--- config.mk ---
export PLATFORM = sky130hd
export DESIGN_NAME = mem_port_arbiter
export DESIGN_NICKNAME = d
export VERILOG_FILES = /design/src/rtl/mem_port_arbiter.sv
export SDC_FILE = /design/constraint.sdc
export NUM_CORES = 1
export LEC_CHECK = 0
export CAP_MARGIN = 20
export CORE_AREA = 4 4 290 292
export CTS_CLUSTER_SIZE = 16
export DETAILED_ROUTE_END_ITERATION = 16
export DIE_AREA = 0 0 294 296
export GPL_TIMING_DRIVEN = 0
export PLACE_DENSITY_LB_ADDON = 0.2
export REMOVE_ABC_BUFFERS = 1
export SYNTH_ARGS = -nofsm -noshare
export SYNTH_HDL_FRONTEND = slang
export SYNTH_SLANG_ARGS = --single-unit
--- constraint.sdc ---
create_clock -name clk -period 1.54 [get_ports clk]
set_input_delay 0.308 -clock clk [delete_from_list [all_inputs] [get_ports clk]]
set_output_delay 0.308 -clock clk [all_outputs]
set_load 0.02 [all_outputs]
--- src/rtl/mem_port_arbiter.sv ---
// mem_port_arbiter
//   Shares the single off-chip memory port between the I-cache and D-cache
//   miss paths. One requester is granted at a time. The memory command stays
//   stable until mem_ready. Read data and a one-cycle ready pulse go back to
//   the granted cache. Grants issued while both caches were waiting are
//   counted for the performance report.
//
//   Build option: define ARB_RR_EN for round-robin arbitration on conflict.
//   When it is undefined, the D-cache always wins a conflict.
//
// Ports
//   clk, rst                      clock, synchronous active-high reset
//   i_read/i_addr                 I-cache line read request (held until i_ready)
//   i_rdata/i_ready               I-cache read data and completion pulse
//   d_read/d_write/d_addr/d_wdata D-cache read / write-back request
//   d_rdata/d_ready               D-cache read data and completion pulse
//   mem_read/mem_write/mem_addr/mem_wdata  registered memory command
//   mem_rdata/mem_ready           memory read data and completion
//   owner                         00 none, 01 I-cache, 10 D-cache
//   conflict_cnt                  saturating count of contended grants
module mem_port_arbiter #(
  parameter int AW = 30,
  parameter int DW = 128,
  parameter int CW = 16
) (
  input  logic          clk,
  input  logic          rst,
  input  logic          i_read,
  input  logic [AW-1:0] i_addr,
  output logic [DW-1:0] i_rdata,
  output logic          i_ready,
  input  logic          d_read,
  input  logic          d_write,
  input  logic [AW-1:0] d_addr,
  input  logic [DW-1:0] d_wdata,
  output logic [DW-1:0] d_rdata,
  output logic          d_ready,
  output logic          mem_read,
  output logic          mem_write,
  output logic [AW-1:0] mem_addr,
  output logic [DW-1:0] mem_wdata,
  input  logic [DW-1:0] mem_rdata,
  input  logic          mem_ready,
  output logic [1:0]    owner,
  output logic [CW-1:0] conflict_cnt
);

  typedef enum logic [1:0] {IDLE, GNT_I, GNT_D, DONE} state_t;

  localparam logic [1:0] OWN_NONE = 2'b00;
  localparam logic [1:0] OWN_I    = 2'b01;
  localparam logic [1:0] OWN_D    = 2'b10;

  function automatic logic [CW-1:0] sat_inc(input logic [CW-1:0] v);
    return (&v) ? v : v + 1'b1;
  endfunction

  state_t          state_q, state_d;
  logic            mem_read_q, mem_read_d;
  logic            mem_write_q, mem_write_d;
  logic [AW-1:0]   mem_addr_q, mem_addr_d;
  logic [DW-1:0]   mem_wdata_q, mem_wdata_d;
  logic [DW-1:0]   i_rdata_q, i_rdata_d;
  logic [DW-1:0]   d_rdata_q, d_rdata_d;
  logic            i_ready_q, i_ready_d;
  logic            d_ready_q, d_ready_d;
  logic [1:0]      owner_q, owner_d;
  logic [CW-1:0]   conflict_cnt_q, conflict_cnt_d;
`ifdef ARB_RR_EN
  // 1 = D-cache held the last grant, 0 = I-cache.
  logic            last_owner_q, last_owner_d;
`endif

  logic i_req, d_req, contend, pick_d;

  always_comb begin
    state_d        = state_q;
    mem_read_d     = mem_read_q;
    mem_write_d    = mem_write_q;
    mem_addr_d     = mem_addr_q;
    mem_wdata_d    = mem_wdata_q;
    i_rdata_d      = i_rdata_q;
    d_rdata_d      = d_rdata_q;
    i_ready_d      = 1'b0;
    d_ready_d      = 1'b0;
    owner_d        = owner_q;
    conflict_cnt_d = conflict_cnt_q;
`ifdef ARB_RR_EN
    last_owner_d   = last_owner_q;
`endif

    i_req   = i_read;
    d_req   = d_read | d_write;
    contend = i_req & d_req;
`ifdef ARB_RR_EN
    // On a conflict the cache that did not hold the last grant wins.
    pick_d  = d_req & (~i_req | ~last_owner_q);
`else
    pick_d  = d_req;
`endif

    unique case (state_q)
      IDLE: begin
        if (pick_d) begin
          state_d     = GNT_D;
          owner_d     = OWN_D;
          // A write-back takes precedence over a read if both are raised.
          mem_write_d = d_write;
          mem_read_d  = ~d_write;
          mem_addr_d  = d_addr;
          mem_wdata_d = d_wdata;
        end else if (i_req) begin
          state_d     = GNT_I;
          owner_d     = OWN_I;
          mem_read_d  = 1'b1;
          mem_write_d = 1'b0;
          mem_addr_d  = i_addr;
        end
        if (contend) conflict_cnt_d = sat_inc(conflict_cnt_q);
`ifdef ARB_RR_EN
        if (pick_d)     last_owner_d = 1'b1;
        else if (i_req) last_owner_d = 1'b0;
`endif
      end
      GNT_I: begin
        if (mem_ready) begin
          state_d     = DONE;
          mem_read_d  = 1'b0;
          mem_write_d = 1'b0;
          i_rdata_d   = mem_rdata;
          i_ready_d   = 1'b1;
        end
      end
      GNT_D: begin
        if (mem_ready) begin
          state_d     = DONE;
          mem_read_d  = 1'b0;
          mem_write_d = 1'b0;
          // A write-back returns no data, so the last read value is kept.
          if (mem_read_q) d_rdata_d = mem_rdata;
          d_ready_d   = 1'b1;
        end
      end
      DONE: begin
        state_d = IDLE;
        owner_d = OWN_NONE;
      end
      default: begin
        state_d = IDLE;
        owner_d = OWN_NONE;
      end
    endcase
  end

  always_ff @(posedge clk) begin
    if (rst) begin
      state_q        <= IDLE;
      mem_read_q     <= 1'b0;
      mem_write_q    <= 1'b0;
      mem_addr_q     <= '0;
      mem_wdata_q    <= '0;
      i_rdata_q      <= '0;
      d_rdata_q      <= '0;
      i_ready_q      <= 1'b0;
      d_ready_q      <= 1'b0;
      owner_q        <= OWN_NONE;
      conflict_cnt_q <= '0;
`ifdef ARB_RR_EN
      last_owner_q   <= 1'b1;
`endif
    end else begin
      state_q        <= state_d;
      mem_read_q     <= mem_read_d;
      mem_write_q    <= mem_write_d;
      mem_addr_q     <= mem_addr_d;
      mem_wdata_q    <= mem_wdata_d;
      i_rdata_q      <= i_rdata_d;
      d_rdata_q      <= d_rdata_d;
      i_ready_q      <= i_ready_d;
      d_ready_q      <= d_ready_d;
      owner_q        <= owner_d;
      conflict_cnt_q <= conflict_cnt_d;
`ifdef ARB_RR_EN
      last_owner_q   <= last_owner_d;
`endif
    end
  end

  assign mem_read     = mem_read_q;
  assign mem_write    = mem_write_q;
  assign mem_addr     = mem_addr_q;
  assign mem_wdata    = mem_wdata_q;
  assign i_rdata      = i_rdata_q;
  assign d_rdata      = d_rdata_q;
  assign i_ready      = i_ready_q;
  assign d_ready      = d_ready_q;
  assign owner        = owner_q;
  assign conflict_cnt = conflict_cnt_q;

endmodule

; Yosys cells after proc, flatten, opt, wreduce, memory -nomap -nowiden
; Cells that the tools add are included.
[classes]
n_addsub = 1
n_eq_ne = 5
n_mux = 15
n_bitwise = 6
n_reduce_logical = 16
[ops]
columns = cell, n
row1 = $mux W30, 2
row2 = $add A16 B1 Y16 const B, 1
row3 = $reduce_and A16 Y1, 1
row4 = $reduce_and A2 Y1, 5
row5 = $reduce_and A3 Y1, 3
row6 = $mux W1, 6
row7 = $mux W2, 3
row8 = $pmux W2 S3, 1
row9 = $reduce_bool A2 Y1, 3
row10 = $reduce_or A2 Y1, 3
row11 = $eq A2 B2 Y1 const B, 2
row12 = $not A1 Y1, 4
row13 = $pmux W1 S2, 2
row14 = $pmux W2 S2, 1
row15 = $ne A3 B3 Y1 const B, 1
row16 = $eq A2 B1 Y1 const B, 1
row17 = $logic_not A2 Y1, 1
row18 = $ne A2 B1 Y1 const B, 1
row19 = $and A1 B1 Y1, 1
row20 = $or A1 B1 Y1, 1
[word_totals]
regBits = 438
inputBits = 322
out_inout_bits = 436
word_cells = 54

; Logic depth before layout (Yosys ltp)
; Gate-level depths: netlist (run 1).
[depth]
word_depth = 4
ltp_mapped = 7
depth_no_buf = 6

; Least setup slack after synthesis (run 1)
; OpenSTA, ideal clock, no wires.
[synth_path]
path_kind = reg2reg
from = reg conflict_cnt_q[10] (netlist: conflict_cnt[10])
to = reg conflict_cnt_q[7] (netlist: conflict_cnt[7])
setup_time_ns = 0.123
arrival_time_ns = 1.577
t_required_ns = 1.417
slack_ns = -0.160
path_stages_with_launch = 5
path_buffers = 0
synth_period_minus_slack_ns = 1.700
path_cell_list = dfxtp_1 > nand4_4 > nor4_4 > a21oi_1 > mux2_1
[synth_between]
elab_chain_len = 3
[synth_rtl]
columns = element, line_no
row1 = "start, declared", 68  ; logic [CW-1:0] conflict_cnt_q, conflict_cnt_d;
row2 = "start signal, assigned", 182  ; conflict_cnt_q <= conflict_cnt_d;
row3 = $reduce_and A16 Y1, 55  ; return (&v) ? v : v + 1'b1;
row4 = $not A1 Y1 (no source line), --
row5 = $reduce_and A3 Y1 (no source line), --
; Every way passes these cells.
; A chain may end at the register's enable or synchronous reset.

; Final worst setup path (run 1)
[layout_path]
from = reg state_q[1]
to = reg mem_read_q (netlist: mem_read)
[layout_between]
elab_chain_len = 4
word_cells_on_any_way = 9
classes_between = eq/ne: 4 / mux: 1 / reduce/logical: 4
[layout_rtl]
columns = element, line_no
row1 = "start, declared", 58  ; state_t state_q, state_d;
row2 = "start signal, assigned", 172  ; state_q <= state_d;
row3 = $eq A2 B2 Y1 or $eq A2 B1 Y1 (tied branches), 102  ; unique case (state_q)
row4 = $reduce_or A2 Y1 (no source line), --
row5 = $ne A2 B1 Y1 (no source line) or $reduce_bool A2 Y1 (tied branches), --
row6 = $reduce_and A3 Y1 (no source line), --
row7 = "end signal, assigned", 173  ; mem_read_q <= mem_read_d;
row8 = "end, declared", 59  ; logic mem_read_q, mem_read_d;
; Several ways; a longest one is shown, not always the timed one.

==> results.yml, run 1 <==
timing:
  finClkSkew_ps: 10.3
  relSlewSlack_pct: 45.7
  final.min_clock_period_ps: 1790
  timing_hold_violations_final: 0
  fin_ws_ps: -246
  finalMaxSlewViolations: 0
  setup_violations: 382
  finalCritPeriodShare_pct: 116
  worst_pin_slew_ps: 815
  rsz0062_at_grt: "true"
  fin_setup_tns_ps: -29520
  clock.fmax_mhz: 560
setup_path:
  critPathBufInv: 4
  cp_slowest_stage_delay_ps: 370
  path_cells: "inv_4 -> ha_4 -> buf_4 -> buf_6 -> nor4b_4 -> buf_4 -> a211oi_4 -> mux2i_1 -> nor2_1"
  cp-start-kind: "flip-flop"
  worstPathRequired_ps: 1990
  cp-end-kind: "flip-flop"
  critPathKind: "reg -> reg"
  path_common_cell: "buf_4"
  crit_family: "buffers and inverters"
  crit_slowest_cell: "dfxtp_4"
  cp_max_fo: 5
  worst_ep_arrival_time_ps: 2240
yosys:
  synth_cell_type_count: 40
  netlist_top_cells_area: "dfxtp_1 (56%), nand2_1 (19%), a21oi_1 (13%)"
  avgSynthCellArea_um2: 7.89
  syn_area_um2: 15700
  yosysTopAreaCell: "dfxtp_1"
  synthFlopType: "dfxtp_1"
  synth_top_area_share_pct: 55.9
  ys_ff_latch: 438
  async_reset_ff_share_pct: 0
  ys_seq_area_share_pct: 55.9
  synth_cells: 1987
  synth_edf_count: 0
  synth_warnings: 0
status:
  status: "complete, but fails checks"
  violations: "negative setup slack"
cts:
  clock_path_buffers: 3
  path_clk_slew_ps: 60
  clockRootBuffer: "clkbuf_16"
  htreeDepth: 2
  tritoncts: "done"
  numClockSinks: 438
  postCtsHoldBufs: 0
  clk-insertion-delay-late_ps: 600
  cts_buffers: 53
cells_and_area:
  mostFrequentLayoutCells: "nand2_1 (578), dfxtp_1 (422), buf_2 (395), clkdlybuf4s50_1 (317), a21oi_1 (282)"
  area_growth_pct: 88.3
  nets: 3193
  stdcell_area_um2: 29500
  drive_gt1_share_pct: 39.3
  final_common_cell: "nand2_1"
grt:
  grt_pass1_wl_mm: 119
  grt_max_degree: 141
  grt_pass1_vias: 17900
  antenna_found_initial: 5
  globalRouteOverflowTotal: 0
  track_usage_pct: 18.2
die:
  io_pins: 758
  die_w_um: 294
  start_util_pct: 19.2
  rows: 105
  die_height_um: 296
  core_region_area_um2: 81600
  die_area_um2: 87000
routing:
  drt_iter0_drc: 689
  viasPerCell: 4.45
  drc: 0
  via_count: 17700
  wl_per_cell_um: 22.3
  drt-pass1-iter-count: 7
  antenna_left: 0
  wl_mm: 88.6
placement:
  hpwl_mm: 48.0
  portBuffers: 757
  gp_congestion: 0.795
  placed_area_um2: 24500
power:
  p_per_area_nw_per_um2: 1580
  p_leak_uw: 0.0122
  ir_worst_vdd_mv: 1.36
run:
  drv_cap: 0
worst_hold_path:
  hold_path.class: "in -> reg"
==> per-layer routing <==
layer | GRT usage (%) | vias up | share of wire (%)
met5 | 0 | - | 0.015
met4 | 5.16 | 2 | 2.8
met3 | 6.23 | 130 | 8.3
met2 | 34.5 | 660 | 53
met1 | 19.1 | 8531 | 36
li1 | - | 8364 | -
==> logic make-up after synthesis <==
logic type	share of synthesized area, %
and+or+nand+nor	22.5
AOI/OAI and AO/OA	16.5
DFF	55.9
buffers and inverters	4.03
muxes	0.503
adders and majority gates	0.479
==> flip-flops by register name, summed over array words and instances (netlist names), 2 cells and up <==
register / count
d_rdata: 128
mem_wdata: 128
state_q: 2
i_rdata: 128
mem_addr: 30
conflict_cnt: 16
owner: 2
==> stage by stage <==
step | std cells | total power, µW | hold slack, ps | worst slack, ps | util (%)
final | 3978 | 46700 | 131 | -246 | 36.2
after global routing | 3976 | 48800 | 131 | -302 | 36.2
after CTS | 3930 | 45000 | 85.9 | -175 | 34.5
after detailed placement | 3681 | 26800 | 447 | -1880 | 30.1
after global placement | 3662 | 21700 | 440 | -12230 | 29.4
after floorplan | 1835 | 18400 | 377 | -5690 | -
==> worst register-to-register path, stage by stage, from the launching register on <==
cell and delay (ps):
dfxtp_4 370, inv_4 40, ha_4 170, buf_4 130
buf_6 110, nor4b_4 120, buf_4 180, a211oi_4 220
mux2i_1 250, nor2_1 60
==> worst paths after layout <==
check	startpoint	endpoint	slack [ps]	cells after the start
worst min register to register	d_rdata[3]	d_rdata[3]	450	2
worst min-delay path	rst	d_rdata[83]	130	2
worst max-delay path	state_q[1]	mem_read	-250	9
worst max register to register	state_q[1]	mem_read	-250	9
==> power breakdown <==
group          internal (µW)  total [µW]  switching [µW]  leakage (µW)
sequential             13000       13900             889       0.00357
combinational           9410       20300           10900       0.00774
clock                   7260       12400            5160      0.000853
total                  29700       46700           17000        0.0122
==> synth_stat cells (2+ instances only) <==
library cell	instances
nor2b_1	5
nor3_1	6
and2_1	3
o21ai_0	35
o31ai_1	8
o22ai_1	2
buf_1	11
mux2_1	3
inv_1	6
and3_1	2
nand4_1	5
nand2b_1	2
mux2i_1	3
a211oi_1	2
nand4_4	2
clkbuf_1	112
nand3_1	5
nor2_1	45
or3_2	2
dfxtp_1	438
buf_2	28
or4_1	7
ha_1	6
nand2_1	806
a21oi_1	398
o21a_1	2
a311oi_1	30
==> timing repair <==
item                                    in CTS  in global routing
endpoints found under the setup margin     854                458
setup buffers                               89                 28
gates resized for setup                   2262                206
pin swaps                                  177                 74
cloned                                      69                 26
==> cell type report <==
type | instances | area [µm²]
Antenna cell | 4 | 10.0
Clock inverter | 15 | 136
Fill cell | 8296 | 52100
Clock buffer | 79 | 1580
Timing Repair Buffer | 963 | 9530
Sequential cell | 438 | 8800
Inverter | 6 | 31.3
Tap cell | 1070 | 1340
Multi-Input combinational cell | 1403 | 8080
(Power assumes the default switching activity.)
==> inputs of run 2 (changes only) <==
GPL_ROUTABILITY_DRIVEN = 0   (was unset)
GPL_TIMING_DRIVEN = unset   (was 0)
==> results.yml, run 2 (synthesized netlist as in run 1, its figures left out) <==
setup_path:
  critPathKind: "reg -> reg"
  worst-r2r-setup-slack_ps: -240
  reg2reg_depth: 9
  cp-start-kind: "flip-flop"
  worst_ep_arrival_time_ps: 2230
  rr_startpoint: "state_q[1]"
  worstPathRequired_ps: 1990
  cp_max_fo: 4
  r2r_end: "conflict_cnt[14]"
  cp-end-kind: "flip-flop"
cts:
  clockRootBuffer: "clkbuf_16"
  numClockSinks: 438
  clk-insertion-delay-late_ps: 600
  tritoncts: "done"
  clock_path_buffers: 3
  cts_buffers: 52
  postCtsHoldBufs: 0
  htreeDepth: 2
  path_clk_slew_ps: 60
cells_and_area:
  area_growth_pct: 81.6
  mostFrequentLayoutCells: "nand2_1 (696), dfxtp_1 (419), buf_2 (361), clkdlybuf4s50_1 (320), a21oi_1 (295)"
  drive_gt1_share_pct: 34.7
  fin_cells: 3980
  final_common_cell: "nand2_1"
  fin_util_pct: 34.9
  nFillCells: 8473
  nets: 3193
timing:
  finalMaxSlewViolations: 0
  final.min_clock_period_ps: 1780
  rsz0062_at_grt: "true"
  finalCritPeriodShare_pct: 115
  fin_ws_ps: -236
  hold_ws_ps: 57.5
  worst_pin_slew_ps: 517
  clock.fmax_mhz: 563
  setup_violations: 285
  relSlewSlack_pct: 65.5
  finClkSkew_ps: 23.1
  timing_hold_violations_final: 0
status:
  violations: "negative setup slack"
  status: "complete, but fails checks"
power:
  p_per_area_nw_per_um2: 1530
  p_leak_uw: 0.0116
  finalPower_uw: 43700
  ir_worst_vdd_mv: 0.895
routing:
  drt-pass1-iter-count: 5
  antenna_left: 0
  wl_per_cell_um: 19.3
  drc: 0
  viasPerCell: 4.31
  wl_mm: 76.7
  via_count: 17100
  drt_iter0_drc: 771
grt:
  met3_usage_pct: 5.67
  grt_pass1_wl_mm: 103
  grt_pass1_vias: 16800
  track_usage_pct: 15.3
  met2_usage_pct: 27.2
  met1_usage_pct: 17.1
  grt_max_degree: 90
  globalRouteOverflowTotal: 0
  antenna_found_initial: 6
  grt-busiest-layer: "met2"
worst_hold_path:
  holdPathEnd: "conflict_cnt[2]"
  whs_path_depth: 2
  holdCritStartpoint: "rst"
  hold_path.class: "in -> reg"
die:
  io_pins: 758
  start_util_pct: 19.2
  rows: 105
  die_area_um2: 87000
  die_height_um: 296
  core_region_area_um2: 81600
  die_w_um: 294
run:
  drv_cap: 0
placement:
  dp_cells: 3804
  portBuffers: 757
  hpwl_mm: 51.8
## run 2: worst max-delay path, stage by stage (launching register included)
cell and delay, ps:
dfxtp_2 320, inv_2 80, ha_4 160, buf_6 100, o211a_4 180, nand4_1 170, buf_4 200, buf_6 110
o31ai_2 210, a21oi_1 120
## run 2: cell type report
cell class | count | area [µm²] | area share, %
tap | 1070 | 1340 | 4.70
clock inverter | 20 | 272 | 0.954
sequential | 438 | 8790 | 30.9
timing repair buffer | 976 | 9110 | 32.0
inverter | 6 | 25.0 | 0.0879
clock buffer | 75 | 1510 | 5.30
multi-input combinational | 1391 | 7410 | 26.0
antenna | 4 | 10.0 | 0.0352
## run 2: repair_timing
item | CTS | global route
setup buffers | 19 | 25
pin swaps | 45 | 116
cloned | 9 | 34
resized for setup | 1835 | 321
hold endpoints to repair | 0 | 0
setup endpoints to repair | 851 | 390
## run 2: worst max-delay path by stage
stage | from | to
after detailed placement | d_write | conflict_cnt[15]
final | state_q[1] | conflict_cnt[14]
after global placement | d_write | conflict_cnt[15]
after CTS | state_q[0] | conflict_cnt[15]
after global routing | state_q[1] | conflict_cnt[14]
after floorplan | d_write | mem_wdata[0]
## run 2: per-layer routing
layer,part of all wire (%),vias up
li1,-,8301
met1,38,8124
met2,51,615
met3,9.2,102
met4,2.4,4
met5,0.042,-
## run 2: where the power goes
part	internal [µW]	switching [µW]
Sequential	13000	944
Clock	7800	5110
Combinational	7680	9110
## run 2: metrics by stage
step                      setup WS, ps  TNS (ps)  instance area [µm²]
after global placement            -504   -131510                25600
after floorplan                  -5690  -1208250                15100
after global routing              -279    -49860                28500
after detailed placement          -518   -144480                25600
final                             -236    -23440                28500
after CTS                         -140     -4950                26400
==> inputs of run 3 (changes only) <==
CORE_AREA = 4 4 293 295   (was 4 4 290 292)
DIE_AREA = 0 0 297 299   (was 0 0 294 296)
DONT_BUFFER_PORTS = 1   (was unset)
clock period = 1.75 ns   (was 1.54 ns; I/O delays follow)
==> results.yml, run 3 (synthesized netlist as in run 1, its figures left out) <==
status:
  violations: "negative hold slack"
  status: "complete, but fails checks"
die:
  rows: 106
  die_w_um: 297
  die_height_um: 299
  die_area_um2: 88800
  io_pins: 758
  core_region_area_um2: 83200
  start_util_pct: 18.8
cts:
  postCtsHoldBufs: 309
  cts_buffers: 52
  clk-insertion-delay-late_ps: 580
  clockRootBuffer: "clkbuf_16"
  clock_path_buffers: 3
  path_clk_slew_ps: 60
  tritoncts: "done"
  htreeDepth: 2
  numClockSinks: 438
timing:
  hold_ws_ps: -136
  clock.fmax_mhz: 598
  rsz0062_at_grt: "true"
  finClkSkew_ps: 12.2
  finalCritPeriodShare_pct: 95.6
  fin_setup_tns_ps: 0
  setup_violations: 0
  finalMaxSlewViolations: 0
  timing_hold_violations_final: 77
  worst_pin_slew_ps: 1030
  relSlewSlack_pct: 31.4
  final.min_clock_period_ps: 1670
cells_and_area:
  fin_util_pct: 27.0
  mostFrequentLayoutCells: "nand2_1 (805), dfxtp_1 (438), a21oi_1 (398), dlygate4sd3_1 (309), buf_4 (80)"
  area_growth_pct: 43.1
  final_common_cell: "nand2_1"
  nets: 2627
  drive_gt1_share_pct: 8.92
  fin_cells: 3425
routing:
  drt-pass1-iter-count: 8
  via_count: 14900
  dr_wl_met3_mm: 6.40
  drc: 0
  drt_iter0_drc: 875
  routed-wl-met2_mm: 31.1
  antenna_left: 0
  wl_per_cell_um: 18.0
  wl_mm: 61.7
  met1_length_mm: 22.1
  routed.top_layer: "met4"
  viasPerCell: 4.35
run:
  drv_cap: 0
power:
  p_leak_uw: 0.00793
  finalPower_uw: 32300
  p_per_area_nw_per_um2: 1440
  ir_worst_vdd_mv: 0.767
grt:
  grt_pass1_vias: 14800
  track_usage_pct: 12.9
  globalRouteOverflowTotal: 0
  grt_max_degree: 444
  grt_pass1_wl_mm: 91.5
  antenna_found_initial: 4
setup_path:
  crit_path_start: "d_read"
  worstPathRequired_ps: 2220
  critPathKind: "in -> reg"
  cp-start-kind: "input port"
  rr_startpoint: "state_q[1]"
  worst_ep_arrival_time_ps: 2140
  cp-end-kind: "flip-flop"
  cp_max_fo: 30
placement:
  hpwl_mm: 43.2
  dp_cells: 3013
  portBuffers: 0
worst_hold_path:
  holdCritStartpoint: "rst"
  hold_path.class: "in -> reg"
==> run 3: cell types whose count changed in the layout (fill, tap and decap cells not counted), sizes merged <==
cell	before	now
clkbuf	105	79
diode	4	3
buf	575	100
bufbuf	1	0
clkdlybuf4s15	50	0
clkdlybuf4s50	320	0
dlygate4sd3	0	309
inv	9	10
clkinv	10	8
==> run 3: final timing paths <==
check        cells past startpoint  slack, ps           end
min                              1       -140   i_rdata[62]
min reg2reg                      2        550  d_rdata[105]
max reg2reg                      6         80    d_rdata[2]
max                              5         80   mem_addr[3]
==> run 3: what timing repair did <==
| action | CTS | global route |
|---|---|---|
| endpoints found under the hold margin | 425 | 201 |
| endpoints found under the setup margin | 5 | 183 |
| pin swaps | 1 | 3 |
| gates cloned | 0 | 1 |
| gates resized for setup | 1 | 8 |
| setup buffers | 0 | 2 |
==> run 3: metal layers <==
metal	vias up	global-route usage (%)
met2	634	23.3
met1	6983	13.4
met5	-	0
met3	125	5.33
met4	0	4.59
li1	7146	-
==> run 3: where the power goes <==
part	internal, µW	switching, µW	leakage (µW)
logic	2790	3770	0.00348
clock network	6960	4320	0.000889
registers	11500	3020	0.00357
==> run 3: cell type report <==
type,count,area [µm²]
antenna,3,7.51
clock buffer,78,1540
clock inverter,19,263
fill,8905,60700
inverter,6,22.5
multi-input combinational,1391,6350
sequential,438,8770
tap,1080,1350
timing repair buffer,410,4130
==> run 3: worst max-delay path, cell delays in order <==
cell and delay, ps:
dlygate4sd3_1 800, nor2_2 330, buf_12 220, nand2_1 120
a311oi_1 300
==> run 3: stage by stage <==
stage / cell area (µm²) / setup WS (ps)
6_report: 22400 / 77.2
5_1_grt: 22400 / -11.2
4_1_cts: 22300 / -4.70
3_5_place_dp: 17400 / -9.68
3_3_place_gp: 17400 / -27.9
2_1_floorplan: 15100 / -5530
